<file path="src/rtl/sender_rsa_pack_multi.sv">
// sender_rsa_pack_multi
// Multi-channel sender-side RSA packing block. Each of NUM_CH channels forms
// a blinded base (message ^ rand_val ^ received_data, reduced once by N) and
// raises it to d mod N on one shared RL_binary engine. The channels are run
// one after another, then all results appear on packed_data together with a
// one-cycle gen_end pulse.
//
// Ports:
//   clk, rst          clock, synchronous active-high reset
//   gen               start request, only honoured while idle
//   message, rand_val NUM_CH packed WIDTH-bit words, channel i at [i*WIDTH +: WIDTH]
//   N, d              modulus and private exponent
//   received_data     peer value shared by all channels
//   packed_data       results, same packing as message
//   gen_end           one-cycle completion pulse
//   busy              job in progress (through the gen_end cycle)
//   err               rejected-modulus pulse (only with SENDER_PACK_NCHK_EN)
//
// Optional feature macro: SENDER_PACK_NCHK_EN
//   Defined:   a latched N below 2 skips the engine and finishes with zero
//              results and err pulsing alongside gen_end.
//   Undefined: err is tied low and N goes to the engine unchecked.

// RL_binary: right-to-left binary modular exponentiation, r = base^exp mod modulus.
// Each exponent bit costs one bit-serial pass over WIDTH cycles in which the
// square (b*b) and the conditional multiply (res*b) are accumulated side by side.
// Operands are expected to be already below the modulus.
module RL_binary #(
    parameter int WIDTH = 32
) (
    input  logic             clk,
    input  logic             rstn,
    input  logic             md_start,
    input  logic [WIDTH-1:0] base,
    input  logic [WIDTH-1:0] exp,
    input  logic [WIDTH-1:0] modulus,
    output logic [WIDTH-1:0] r,
    output logic             md_end
);
    localparam int CW = (WIDTH > 1) ? $clog2(WIDTH) : 1;

    typedef enum logic [2:0] {E_IDLE, E_LOAD, E_MUL, E_UPD, E_DONE} eng_state_t;

    eng_state_t       eng_state;
    logic [WIDTH-1:0] cur_base;
    logic [WIDTH-1:0] cur_exp;
    logic [WIDTH-1:0] res;
    logic [WIDTH-1:0] mod_q;
    logic [WIDTH-1:0] acc_r;
    logic [WIDTH-1:0] acc_s;
    logic [CW-1:0]    cnt;

    // One MSB-first interleaved step: p <- (2p + bit*a) mod m, with p, a < m.
    // One extra bit of headroom keeps 2p and p+a from overflowing.
    function automatic logic [WIDTH-1:0] mod_step(input logic [WIDTH-1:0] p_in,
                                                  input logic [WIDTH-1:0] a_in,
                                                  input logic [WIDTH-1:0] m_in,
                                                  input logic             bit_in);
        logic [WIDTH:0] t;
        t = {p_in, 1'b0};
        if (t >= {1'b0, m_in}) t = t - {1'b0, m_in};
        if (bit_in) begin
            t = t + {1'b0, a_in};
            if (t >= {1'b0, m_in}) t = t - {1'b0, m_in};
        end
        return t[WIDTH-1:0];
    endfunction

    always_ff @(posedge clk) begin
        if (!rstn) begin
            eng_state <= E_IDLE;
            cur_base  <= '0;
            cur_exp   <= '0;
            res       <= '0;
            mod_q     <= '0;
            acc_r     <= '0;
            acc_s     <= '0;
            cnt       <= '0;
            r         <= '0;
            md_end    <= 1'b0;
        end else begin
            case (eng_state)
                E_IDLE: begin
                    md_end <= 1'b0;
                    if (md_start) begin
                        cur_base  <= base;
                        cur_exp   <= exp;
                        mod_q     <= modulus;
                        res       <= WIDTH'(1);
                        eng_state <= E_LOAD;
                    end
                end
                E_LOAD: begin
                    if (cur_exp == '0) begin
                        r         <= res;
                        md_end    <= 1'b1;
                        eng_state <= E_DONE;
                    end else begin
                        acc_r     <= '0;
                        acc_s     <= '0;
                        cnt       <= CW'(WIDTH - 1);
                        eng_state <= E_MUL;
                    end
                end
                E_MUL: begin
                    // cur_base is the multiplier for both products
                    acc_r <= mod_step(acc_r, res, mod_q, cur_base[cnt]);
                    acc_s <= mod_step(acc_s, cur_base, mod_q, cur_base[cnt]);
                    if (cnt == '0) eng_state <= E_UPD;
                    else           cnt <= cnt - CW'(1);
                end
                E_UPD: begin
                    if (cur_exp[0]) res <= acc_r;
                    cur_base  <= acc_s;
                    cur_exp   <= cur_exp >> 1;
                    eng_state <= E_LOAD;
                end
                E_DONE: begin
                    md_end    <= 1'b0;
                    eng_state <= E_IDLE;
                end
                default: eng_state <= E_IDLE;
            endcase
        end
    end
endmodule

module sender_rsa_pack_multi #(
    parameter int WIDTH  = 32,
    parameter int NUM_CH = 2
) (
    input  logic                    clk,
    input  logic                    rst,
    input  logic                    gen,
    input  logic [NUM_CH*WIDTH-1:0] message,
    input  logic [NUM_CH*WIDTH-1:0] rand_val,
    input  logic [WIDTH-1:0]        N,
    input  logic [WIDTH-1:0]        d,
    input  logic [WIDTH-1:0]        received_data,
    output logic [NUM_CH*WIDTH-1:0] packed_data,
    output logic                    gen_end,
    output logic                    busy,
    output logic                    err
);
    localparam int CHW = (NUM_CH > 1) ? $clog2(NUM_CH) : 1;

    typedef enum logic [2:0] {IDLE, PREP, START, WAIT, STORE, DONE} state_t;

    state_t                  state;
    logic [CHW-1:0]          ch;
    logic [NUM_CH*WIDTH-1:0] msg_sh;
    logic [NUM_CH*WIDTH-1:0] rnd_sh;
    logic [WIDTH-1:0]        n_sh;
    logic [WIDTH-1:0]        d_sh;
    logic [WIDTH-1:0]        rx_sh;
    logic [WIDTH-1:0]        base_reg;
    logic [WIDTH-1:0]        exp_reg;
    logic [WIDTH-1:0]        mod_reg;
    logic                    md_start;
    logic [WIDTH-1:0]        eng_r;
    logic                    md_end;
    logic [WIDTH-1:0]        result_buf [NUM_CH];
    logic [WIDTH-1:0]        t_val;

    // Blinded value of the channel currently being prepared
    assign t_val = msg_sh[int'(ch)*WIDTH +: WIDTH] ^ rnd_sh[int'(ch)*WIDTH +: WIDTH] ^ rx_sh;

    RL_binary #(.WIDTH(WIDTH)) engine (
        .clk      (clk),
        .rstn     (~rst),
        .md_start (md_start),
        .base     (base_reg),
        .exp      (exp_reg),
        .modulus  (mod_reg),
        .r        (eng_r),
        .md_end   (md_end)
    );

`ifndef SENDER_PACK_NCHK_EN
    assign err = 1'b0;
`endif

    // Outputs are registered on the transition into DONE so that gen_end,
    // busy and packed_data all line up in the DONE cycle itself.
    always_ff @(posedge clk) begin
        if (rst) begin
            state       <= IDLE;
            ch          <= '0;
            msg_sh      <= '0;
            rnd_sh      <= '0;
            n_sh        <= '0;
            d_sh        <= '0;
            rx_sh       <= '0;
            base_reg    <= '0;
            exp_reg     <= '0;
            mod_reg     <= '0;
            md_start    <= 1'b0;
            packed_data <= '0;
            gen_end     <= 1'b0;
            busy        <= 1'b0;
            for (int i = 0; i < NUM_CH; i++) result_buf[i] <= '0;
`ifdef SENDER_PACK_NCHK_EN
            err         <= 1'b0;
`endif
        end else begin
            case (state)
                IDLE: begin
                    if (gen) begin
                        msg_sh <= message;
                        rnd_sh <= rand_val;
                        n_sh   <= N;
                        d_sh   <= d;
                        rx_sh  <= received_data;
                        ch     <= '0;
                        busy   <= 1'b1;
                        state  <= PREP;
                    end
                end
                PREP: begin
`ifdef SENDER_PACK_NCHK_EN
                    if (n_sh < WIDTH'(2)) begin
                        packed_data <= '0;
                        gen_end     <= 1'b1;
                        err         <= 1'b1;
                        state       <= DONE;
                    end else
`endif
                    begin
                        // Single conditional subtract; exact only for t < 2N
                        base_reg <= (t_val >= n_sh) ? t_val - n_sh : t_val;
                        exp_reg  <= d_sh;
                        mod_reg  <= n_sh;
                        md_start <= 1'b1;
                        state    <= START;
                    end
                end
                START: begin
                    md_start <= 1'b0;
                    state    <= WAIT;
                end
                WAIT: begin
                    if (md_end) begin
                        result_buf[ch] <= eng_r;
                        state          <= STORE;
                    end
                end
                STORE: begin
                    if (ch == CHW'(NUM_CH - 1)) begin
                        for (int i = 0; i < NUM_CH; i++)
                            packed_data[i*WIDTH +: WIDTH] <= result_buf[i];
                        gen_end <= 1'b1;
                        state   <= DONE;
                    end else begin
                        ch    <= ch + CHW'(1);
                        state <= PREP;
                    end
                end
                DONE: begin
                    gen_end <= 1'b0;
                    busy    <= 1'b0;
`ifdef SENDER_PACK_NCHK_EN
                    err     <= 1'b0;
`endif
                    state   <= IDLE;
                end
                default: state <= IDLE;
            endcase
        end
    end
endmodule

</file>
<file path="config.mk">
export PLATFORM = sky130hd
export DESIGN_NAME = sender_rsa_pack_multi
export DESIGN_NICKNAME = d
export VERILOG_FILES = /design/src/rtl/sender_rsa_pack_multi.sv
export SDC_FILE = /design/constraint.sdc
export NUM_CORES = 2
export LEC_CHECK = 0
export CAP_MARGIN = 20
export CORE_MARGIN = 2
export CORE_UTILIZATION = 54
export DETAILED_ROUTE_END_ITERATION = 16
export PLACE_DENSITY_LB_ADDON = 0.05
export SLEW_MARGIN = 10
export SYNTH_ARGS = -nofsm -noshare
export SYNTH_HDL_FRONTEND = slang
export SYNTH_SLANG_ARGS = --single-unit
</file>
<file path="constraint.sdc">
create_clock -name clk -period 7.5 [get_ports clk]
set_input_delay 1.875 -clock clk [delete_from_list [all_inputs] [get_ports clk]]
set_output_delay 1.875 -clock clk [all_outputs]
set_load 0.02 [all_outputs]
</file>
==> out/qor.log <==
[global_route] via count of the first global-routing pass 34,600
[die] number of core rows 98
[timing] setup repair after global routing missed its margin yes
[timing] period utilisation layout 96.4%
[yosys] most used flip-flop cell after synthesis sky130_fd_sc_hd__dfxtp_1
[worst_setup_path] RR Startpoint engine.mod_q[13]$_SDFFE_PP0P_
[timing] number of pins with negative max-slew slack in the final report 0
[timing] number of setup violations in the final report 0
[clock_tree] number of buffers created by CTS 76
[timing] skew final 46.2 ps
[final_layout] final core utilization 65.9%
[yosys] proportion of netlist area held by the largest area contributor 32.0%
[timing] Fmax achieved 138 MHz
[placed_design] HPWL after detailed placement 95.0 mm
[route] routed length per instance 20.5 um
[route] average vias per placed instance 5.84
[pwr] Leak Pwr 19.1 nW
[timing] slew at the pin closest to its max-slew limit 1170 ps
[route] count of antenna-violating nets left after detailed routing 0
[worst_setup_path] dominant cell type by count on the critical path sky130_fd_sc_hd__o21ai_0
[clock_tree] number of buffers added to fix hold violations after cts 0
[yosys] cells taking the most area after synthesis sky130_fd_sc_hd__dfxtp_1 (32%), sky130_fd_sc_hd__nand2_1 (11%), sky130_fd_sc_hd__a21oi_1 (8.5%), sky130_fd_sc_hd__ha_1 (7.2%), sky130_fd_sc_hd__edfxtp_1 (4.9%)
[final_layout] fraction of final layout cells sized beyond drive strength 1 9.85%
[timing] Worst Slack Setup Final 271 ps
[final_layout] nets@finish 5,763
[worst_setup_path] Slowest Stage Delay on Critical Path 450 ps
[global_route] fraction of met2 tracks used by global routing 56.7%
[hold_path] count of cells along the worst hold path 2
[worst_setup_path] Critical Path AT 7740 ps
[route] first-pass iteration count of the detailed router 6
[final_layout] commonest non-fill, non-tap cell in the layout sky130_fd_sc_hd__nand2_1
[global_route] antenna violations before repair 5
[pwr] VDD IR-drop max 0.234 mV
[worst_setup_path] worst reg2reg setup slack 270 ps
[global_route] pin count of the biggest net entering global routing 225
[clock_tree] H-tree levels 3
[yosys] Syn Area/Cell 7.90 um2
[clock_tree] Skew-Pair Late Insertion Delay 650 ps
[clock_tree] clock-pin slew on the worst setup and hold paths 60 ps
[worst_setup_path] type of destination of the critical path flop
[yosys] distinct cell type count of the synthesized netlist 95
[placed_design] Placer Congestion 1.02
[yosys] area of the mapped netlist 0.0390 mm2
[worst_setup_path] startpoint-to-endpoint class of the critical path flop to flop
[global_route] GRT Total Usage 33.9%
[clock_tree] CTS max path bufs 3
[global_route] global routing usage on met3 4.60%
[placed_design] Port Buffer Count 292
[yosys] sequential share of the synthesized area 37.0%
[yosys] number of enable-type register cells in the synthesized netlist 64
[worst_setup_path] critical path required time 8010 ps
[global_route] first-pass GRT wire length 198 mm
[route] final routed DRC violation total 0
[timing] final period demand of the worst path 7230 ps
[yosys] post-synthesis instance total 4,939
[yosys] Synth Net Count 5,399
[yosys] total of warnings raised by yosys 0
[yosys] share of async-settable or async-resettable flops after synthesis 0%
[die] area of the core 0.0715 mm2
[clock_tree] cell at the root of the clock tree sky130_fd_sc_hd__clkbuf_16
[worst_setup_path] cell count of the worst reg-to-reg path 31
[die] starting density of the core 54.6%
[route] via total after detailed routing 36,800
[yosys] post-synth top area cell sky130_fd_sc_hd__dfxtp_1
[final_layout] commonest non-fill, non-tap cells in the layout sky130_fd_sc_hd__nand2_1 (1,134), sky130_fd_sc_hd__a21oi_1 (655), sky130_fd_sc_hd__dfxtp_1 (622)
[global_route] remaining global-route overflow 0
[worst_setup_path] kind of launch point of the worst setup path flop
[global_route] highest-utilization routing layer at the global route stage met2
[timing] Final Hold Vio Count 0
[route] number of DRC markers after the initial detailed-route iteration 3,283
[global_route] Global Route met1 Usage 43.9%
[die] die height 273 um
[placed_design] setup slack at placement -73.3 ps
[die] number of I/O pins 294
[worst_setup_path] Crit. Startpoint engine.mod_q[13]$_SDFFE_PP0P_
[route] post-detailed-routing wire length 129 mm
[pwr] power density over the cells 282 mW/mm2
[hold_path] start point of the worst min-delay path packed_data[53]$_SDFFE_PP0P_
[yosys] number of register bits inferred by synthesis 688
[timing] Slew Limit Headroom 22.2%
[worst_setup_path] Max stage delay cell, worst path sky130_fd_sc_hd__a2111oi_1
[die] area of the die 0.0744 mm2
[outcome] outcome complete, no violations
[die] x dimension of the die 273 um
[final_layout] Syn-to-layout area delta 20.8%
[hold_path] worst min path class flop to flop
[run] maximum capacitance violations 0
[hold_path] capture endpoint of the worst hold path packed_data[53]$_SDFFE_PP0P_
[worst_setup_path] Crit Path Max Fanout 7
[worst_setup_path] end of the worst register-to-register path engine.acc_s[22]$_SDFFE_PP0P_
[clock_tree] clock tree from TritonCTS done
[clock_tree] Sink Count 688
-- worst max-delay path by stage --
stage | slack [ps] | endpoint
floorplan | 60 | engine.acc_s[18]$_SDFFE_PP0P_
global placement | -80 | engine.acc_r[28]$_SDFFE_PP0P_
detailed placement | -70 | engine.acc_r[28]$_SDFFE_PP0P_
CTS | 40 | engine.acc_s[26]$_SDFFE_PP0P_
global route | -50 | engine.acc_s[22]$_SDFFE_PP0P_
finish | 270 | engine.acc_s[22]$_SDFFE_PP0P_
-- final cells by class --
cell class                      instances  area (um2)
Antenna cell                            5        12.5
Clock buffer                          100        2160
Clock inverter                         34         470
Fill cell                            6284       24400
Inverter                              130         488
Multi-Input combinational cell       3845       23300
Sequential cell                       688       14400
Tap cell                              950        1190
Timing Repair Buffer                  562        5040
-- logic make-up after synthesis --
| logic type | share of synthesized area, % |
|---|---|
| AO/OA/AOI/OAI | 21.8 |
| flip-flops | 37.0 |
| adder cells (fa/ha/maj) | 7.61 |
| multiplexers | 3.28 |
| AND/OR/NAND/NOR | 19.9 |
| other | 0.00961 |
| XOR/XNOR | 6.44 |
| buffers and inverters | 4.04 |
-- stage by stage --
stage / std cells / hold WS [ps] / area, um2 / total power, W / TNS (ps)
global route: 6314 / 459 / 47100 / 0.0139 / -137
global placement: 6164 / 438 / 44200 / 0.00924 / -80.4
CTS: 6298 / 452 / 46800 / 0.0132 / 0
floorplan: 4939 / 432 / 39000 / 0.00754 / 0
finish: 6314 / 451 / 47100 / 0.0133 / 0
detailed placement: 6164 / 443 / 44200 / 0.00924 / -145
-- power breakdown --
part           switching [W]  leakage, nW  total, W  internal (W)
combinational        0.00297         12.1   0.00540       0.00243
clock                0.00163         1.29   0.00396       0.00232
sequential          0.000103         5.73   0.00395       0.00385
-- synthesized netlist by cell type (all sizes together) (19+ instances only) --
master and number:
o211ai 48, nor3 59, o31ai 19, nand2 1137, a211oi 50, o21a 38
xor2 96, xnor2 190, a21oi 663, a22oi 19, nand3 79, and3 27
nand2b 24, and2 79, a31oi 24, ha 226, nor2 321, buf 23
dfxtp 624, nand4 34, nor2b 25, mux2i 88, a21o 116, edfxtp 64
inv 130, o21bai 27, nor4 19, clkbuf 254, o21ai 184, a311oi 66
-- metal layers --
metal  wire length (um)  vias to the layer above
met2              61100                     1202
met5                  0                        -
met3               8210                      257
met4               6000                        0
met1              54200                    17400
li1                   -                    18000
-- worst max-delay path: cells and delay by family, from the launching register on --
family / cells / cell delay, ps
mux: 2 / 420
simple gates: 8 / 1550
xor+xnor: 2 / 340
fa+ha+maj: 3 / 1050
compound gates: 14 / 3090
buf+inv: 2 / 340
flops: 1 / 320
-- what timing repair did --
| item | 4_1_cts | 5_1_grt |
|---|---|---|
| gates resized for setup | 4 | 61 |
| setup buffers | 0 | 9 |
| pin swaps | 0 | 12 |
| hold endpoints to repair | 0 | 0 |
| setup endpoints to repair | 17 | 64 |
| gates cloned | 0 | 1 |
(Power assumes the default switching activity.)
